<file path="src/rtl/match_window_counter_pkg.sv">
// Shared types and default widths for the detection-window counter.
package match_pkg;

  localparam int CNT_W_DEF = 8;
  localparam int WIN_W_DEF = 16;

  typedef enum logic [1:0] {
    IDLE   = 2'd0,
    RUN    = 2'd1,
    REPORT = 2'd2
  } win_state_t;

endpackage

</file>
<file path="src/rtl/match_window_counter.sv">
// Counts detector strobes over programmable windows, reports each window's
// count over valid/ready and raises a sticky alarm on reaching a threshold.
module match_window_counter
  import match_pkg::*;
#(
  parameter int CNT_W = CNT_W_DEF,
  parameter int WIN_W = WIN_W_DEF
) (
  input  logic             clk,
  input  logic             rst,
  input  logic             en,
  input  logic             z_in,
  input  logic [WIN_W-1:0] window_len,
  input  logic [CNT_W-1:0] threshold,
  input  logic             clr_alarm,
  input  logic             rep_ready,
  output logic             rep_valid,
  output logic [CNT_W-1:0] rep_count,
  output logic             alarm,
  output logic             busy
);

  localparam logic [CNT_W-1:0] HIT_ONE  = CNT_W'(1);
  localparam logic [CNT_W-1:0] HIT_MAX  = {CNT_W{1'b1}};
  localparam logic [CNT_W-1:0] HIT_ZERO = {CNT_W{1'b0}};
  localparam logic [WIN_W-1:0] WIN_ONE  = WIN_W'(1);
  localparam logic [WIN_W-1:0] WIN_ZERO = {WIN_W{1'b0}};

  win_state_t       state_q, state_d;
  logic [WIN_W-1:0] len_q, len_d;
  logic [CNT_W-1:0] thr_q, thr_d;
  logic [WIN_W-1:0] cyc_q, cyc_d;
  logic [CNT_W-1:0] hit_q, hit_d;
  logic [CNT_W-1:0] rep_count_q, rep_count_d;
  logic             alarm_q, alarm_d;
  logic             rep_valid_q, rep_valid_d;
  logic             busy_q, busy_d;

  logic             start_ok;
  logic             last_cyc;
  logic             alarm_set;
  logic [CNT_W-1:0] hit_inc;

  // Next-state, counter and output computation
  always_comb begin
    state_d     = state_q;
    len_d       = len_q;
    thr_d       = thr_q;
    cyc_d       = cyc_q;
    hit_d       = hit_q;
    rep_count_d = rep_count_q;
    alarm_set   = 1'b0;

    start_ok = en && (window_len != WIN_ZERO);
    last_cyc = (cyc_q == (len_q - WIN_ONE));
    // Saturate rather than wrap so a flooded window still reports the maximum
    if (z_in && (hit_q != HIT_MAX)) begin
      hit_inc = hit_q + HIT_ONE;
    end else begin
      hit_inc = hit_q;
    end

    case (state_q)
      IDLE: begin
        if (start_ok) begin
          len_d   = window_len;
          thr_d   = threshold;
          cyc_d   = WIN_ZERO;
          hit_d   = HIT_ZERO;
          state_d = RUN;
        end else begin
          state_d = IDLE;
        end
      end
      RUN: begin
        if (!en) begin
          state_d = IDLE;
        end else begin
          cyc_d = cyc_q + WIN_ONE;
          hit_d = hit_inc;
          if (last_cyc) begin
            rep_count_d = hit_inc;
            alarm_set   = (hit_inc >= thr_q);
            state_d     = REPORT;
          end else begin
            state_d = RUN;
          end
        end
      end
      REPORT: begin
        if (rep_ready) begin
          if (start_ok) begin
            len_d   = window_len;
            thr_d   = threshold;
            cyc_d   = WIN_ZERO;
            hit_d   = HIT_ZERO;
            state_d = RUN;
          end else begin
            state_d = IDLE;
          end
        end else begin
          state_d = REPORT;
        end
      end
      default: begin
        state_d = IDLE;
      end
    endcase

    // A new alarm in the same cycle as a clear must not be lost
    if (alarm_set) begin
      alarm_d = 1'b1;
    end else if (clr_alarm) begin
      alarm_d = 1'b0;
    end else begin
      alarm_d = alarm_q;
    end

    rep_valid_d = (state_d == REPORT);
    busy_d      = (state_d != IDLE);
  end

  // State, counter and registered-output flops
  always_ff @(posedge clk) begin
    if (rst) begin
      state_q     <= IDLE;
      len_q       <= WIN_ZERO;
      thr_q       <= HIT_ZERO;
      cyc_q       <= WIN_ZERO;
      hit_q       <= HIT_ZERO;
      rep_count_q <= HIT_ZERO;
      alarm_q     <= 1'b0;
      rep_valid_q <= 1'b0;
      busy_q      <= 1'b0;
    end else begin
      state_q     <= state_d;
      len_q       <= len_d;
      thr_q       <= thr_d;
      cyc_q       <= cyc_d;
      hit_q       <= hit_d;
      rep_count_q <= rep_count_d;
      alarm_q     <= alarm_d;
      rep_valid_q <= rep_valid_d;
      busy_q      <= busy_d;
    end
  end

  assign rep_valid = rep_valid_q;
  assign rep_count = rep_count_q;
  assign alarm     = alarm_q;
  assign busy      = busy_q;

endmodule

</file>
<file path="config.mk">
export PLATFORM = sky130hd
export DESIGN_NAME = match_window_counter
export DESIGN_NICKNAME = d
export VERILOG_FILES = /design/src/rtl/match_window_counter_pkg.sv /design/src/rtl/match_window_counter.sv
export SDC_FILE = /design/constraint.sdc
export NUM_CORES = 1
export LEC_CHECK = 0
export ABC_AREA = 1
export CAP_MARGIN = 0
export CORE_MARGIN = 3
export CORE_UTILIZATION = 55
export CTS_CLUSTER_DIAMETER = 60
export DETAILED_ROUTE_END_ITERATION = 8
export PLACE_DENSITY_LB_ADDON = 0.15
export SKIP_LAST_GASP = 1
export SLEW_MARGIN = 20
export SYNTH_ARGS = -nofsm -noshare
export SYNTH_HDL_FRONTEND = slang
export SYNTH_SLANG_ARGS = --single-unit
</file>
<file path="constraint.sdc">
create_clock -name clk -period 4.9 [get_ports clk]
set_clock_uncertainty 0.05 [all_clocks]
set_input_delay 0.98 -clock clk [delete_from_list [all_inputs] [get_ports clk]]
set_output_delay 0.98 -clock clk [all_outputs]
set_load 0.005 [all_outputs]
</file>
==> metrics.csv <==
stage,metric,value,unit
global_route,grt_pass1_wl,16.34,mm
die,die-area,7974,um2
layout,syn2layout_area_growth,17.57,%
global_route,grt_pass1_vias,3612,
yosys,synth_xor_area_share,5.902,%
routing,wl_per_cell,13.73,um
placed_design,dp_slack,1.502,ns
die,rows,29,
clock_network,cts_sinks,61,
timing,relSlewSlack,35.57,%
power_and_ir_drop,ir_worst_vdd,0.1977,mV
yosys,synth_nets,645,
die,die-width,89.30,um
die,num_io_pins,41,
yosys,yosys-top-cells-count,"nand2_1 (179), inv_1 (78), nor2_1 (65), dfxtp_1 (61), a21oi_1 (51)",
yosys,synth_top_family_by_area,simple AND/OR/NAND/NOR gates,
layout,antenna_cells,0,
routing,dr.pass1.iters,5,
worst_setup_path,path_class,input port to register,
yosys,async_flop_share,0,%
clock_network,htree_levels,3,
routing,antenna_left,0,
placed_design,dpl.cell_count,704,
clock_network,clk_latency,0.34,ns
power_and_ir_drop,power_density,293.7,nW/um2
routing,drt_iter0_drc,301,
clock_network,cts_buffers,9,
worst_setup_path,end_kind,register,
timing,final_hold_viol_count,0,
worst_setup_path,cp_max_fo,29,
timing,period_minus_slack,3.116,ns
worst_setup_path,crit_path_start_kind,input port,
layout,nNetsFinal,679,
run,maxCapViolCount,0,
worst_setup_path,slowest_delay,0.55,ns
power_and_ir_drop,leakagePower,1.999,nW
yosys,seq_area_frac_synth,32.00,%
placed_design,dpl_cell_area,4244,um2
global_route,grt_max_degree,32,
timing,fin_crit_sh,63.59,%
global_route,globalRoute.totalOverflow,0,
yosys,netlist.area_leader.share,32.00,%
worst_setup_path,crit_chain,"clkdlybuf4s50_1, nor4_1, nand4_1, nand3_1, buf_4, o21ai_0, a21oi_1",
yosys,syn_area_per_cell,6.318,um2
min_path,hp-class,register to register,
clock_network,cts_tree,done,
clock_network,cts-root-buf,clkbuf_8,
timing,max_freq,320.9,MHz
clock_network,clock_path_buffers,2,
yosys,yosysMostFrequentCell,nand2_1,
yosys,synth_edf_count,0,
timing,whs,0.4147,ns
placed_design,dp_hpwl,7.496,mm
layout,n_fill_cell,585,
timing,setup_ws,1.784,ns
die,start_util,58.43,%
worst_setup_path,crit_slowest_cell,nor4_1,
yosys,synthFlopType,dfxtp_1,
yosys,ys_warn_count,0,
worst_setup_path,r2r_cells,14,
worst_setup_path,worstReg2RegEnd,alarm$_SDFFE_PP0P_,
yosys,yosysUniqueCellTypes,30,
power_and_ir_drop,total_power,1.318,mW
clock_network,hold_buffers,0,
worst_setup_path,rrSetupSlack,2.10,ns
routing,wirelength,9.882,mm
placed_design,port_buffers,40,
yosys,synth.area.mux_share,0,%
die,die_y,89.30,um
global_route,grtUsageTotal,26.60,%
yosys,synth-adder-area-share,3.607,%
yosys,netlist_area,3816,um2
clock_network,cts.clk_slew.worst_paths,0.07,ns
worst_setup_path,critPathCapture,thr_q[4]$_SDFFE_PP0P_,
worst_setup_path,critical_path_required,5.12,ns
layout,final_util,68.70,%
yosys,synth-compound-area-share,11.97,%
timing,worstMarginPinSlew,0.9654,ns
die,core_area,6531,um2
timing,rsz0062_at_grt,no,
layout,drive_gt1_share,6.065,%
routing,drc,0,
yosys,ys_ff_latch,61,
yosys,synthCells,604,
placed_design,gp_congestion,0.8993,
yosys,synth_simple_gate_area_share,35.97,%
layout,fin_area,4487,um2
timing,setup_viol,0,
timing,fin_setup_tns,0,ns
clock_network,postCtsSetupBuffers,0,
layout,instances_no_fill,720,
yosys,synthTopCellsByArea,"dfxtp_1 (32%), nand2_1 (18%), inv_1 (7.7%)",
routing,num_vias,3898,
timing,drv_slew,0,
yosys,synth_area_leader_cell,dfxtp_1,
outcome,status,completed,
worst_setup_path,crit_path_start,window_len[0],
global_route,antenna_found_initial,0,
routing,vias_per_cell,5.414,
worst_setup_path,worstPathArrival,3.34,ns
worst_setup_path,timing.rr.start,hit_q[0]$_SDFFE_PP0P_,
clock_network,ctsResizeCount,0,
==> per-layer routing <==
metal | up-vias | routed length [um] | track usage [%]
li1 | 1985 | - | -
met1 | 1765 | 4220 | 32.36
met2 | 125 | 4766 | 45.48
met3 | 23 | 590 | 4.977
met4 | 0 | 304 | 11.91
met5 | - | 0 | 0
==> worst min-delay path by stage <==
| stage | startpoint | end | slack (ns) | cells past startpoint |
|---|---|---|---|---|
| 2_1_floorplan | thr_q[1]$_SDFFE_PP0P_ | thr_q[1]$_SDFFE_PP0P_ | 0.39 | 2 |
| 3_3_place_gp | thr_q[4]$_SDFFE_PP0P_ | thr_q[4]$_SDFFE_PP0P_ | 0.40 | 2 |
| 3_5_place_dp | thr_q[1]$_SDFFE_PP0P_ | thr_q[1]$_SDFFE_PP0P_ | 0.41 | 2 |
| 4_1_cts | thr_q[1]$_SDFFE_PP0P_ | thr_q[1]$_SDFFE_PP0P_ | 0.42 | 2 |
| 5_1_grt | thr_q[5]$_SDFFE_PP0P_ | thr_q[5]$_SDFFE_PP0P_ | 0.45 | 2 |
| 6_report | thr_q[1]$_SDFFE_PP0P_ | thr_q[1]$_SDFFE_PP0P_ | 0.41 | 2 |
==> registers in the layout (all words and copies together) (netlist names) <==
signal and cells:
alarm 1, busy 1, cyc_q 16, hit_q 8
len_q 16, rep_count 8, rep_valid 1, state_q 2
thr_q 8
==> placed cells by master (no fill, tap or decap) <==
cell | netlist | layout
nor3b_1 | 1 | 1
nor3_1 | 6 | 6
dfxtp_1 | 61 | 61
nand3_1 | 25 | 25
o2111ai_1 | 1 | 1
ha_1 | 11 | 11
xnor2_1 | 6 | 6
bufinv_16 | 0 | 2
nor4_1 | 8 | 8
xnor3_2 | 1 | 1
a21oi_1 | 51 | 51
o21ai_0 | 34 | 34
o31ai_1 | 1 | 1
clkdlybuf4s50_1 | 0 | 40
buf_4 | 0 | 4
nand2_2 | 4 | 4
clkinv_4 | 0 | 1
nor2_2 | 3 | 3
inv_6 | 0 | 1
nand4_1 | 13 | 13
clkbuf_8 | 0 | 12
nand3_2 | 2 | 2
xor2_1 | 17 | 17
or2_0 | 1 | 1
a22oi_1 | 2 | 2
inv_1 | 78 | 78
nand2_4 | 1 | 1
nand3b_1 | 4 | 4
or2_2 | 1 | 1
inv_2 | 3 | 3
nor2_1 | 65 | 65
nand2_1 | 179 | 179
nor2_4 | 4 | 4
==> power by group <==
part	switching (mW)	internal, mW	leakage (nW)	total [mW]
combinational	0.157	0.0905	1.38	0.248
sequential	0.0162	0.514	0.498	0.530
clock	0.209	0.331	0.123	0.540
==> cell families after synthesis <==
kind of cell | Yosys count
AND/OR/NAND/NOR | 317
buffers and inverters | 102
AO/OA/AOI/OAI | 89
flip-flops | 61
XOR/XNOR | 24
adder cells (fa/ha/maj) | 11
==> critical path: cells and delay by family <==
family	cells	cell delay [ns]
AOI/OAI and AO/OA	2	0.30
buffers and inverters	2	0.80
and+or+nand+nor	3	1.24
==> area by class of cell <==
class / count / area (um2) / area share, %
tap: 77 / 96.34 / 2.147
multi-input combinational: 441 / 2192 / 48.86
clock inverter: 4 / 77.57 / 1.729
sequential: 61 / 1221 / 27.22
timing repair buffer: 44 / 430.4 / 9.593
clock buffer: 12 / 165.2 / 3.681
inverter: 81 / 304.0 / 6.776
(Power assumes the default switching activity.)
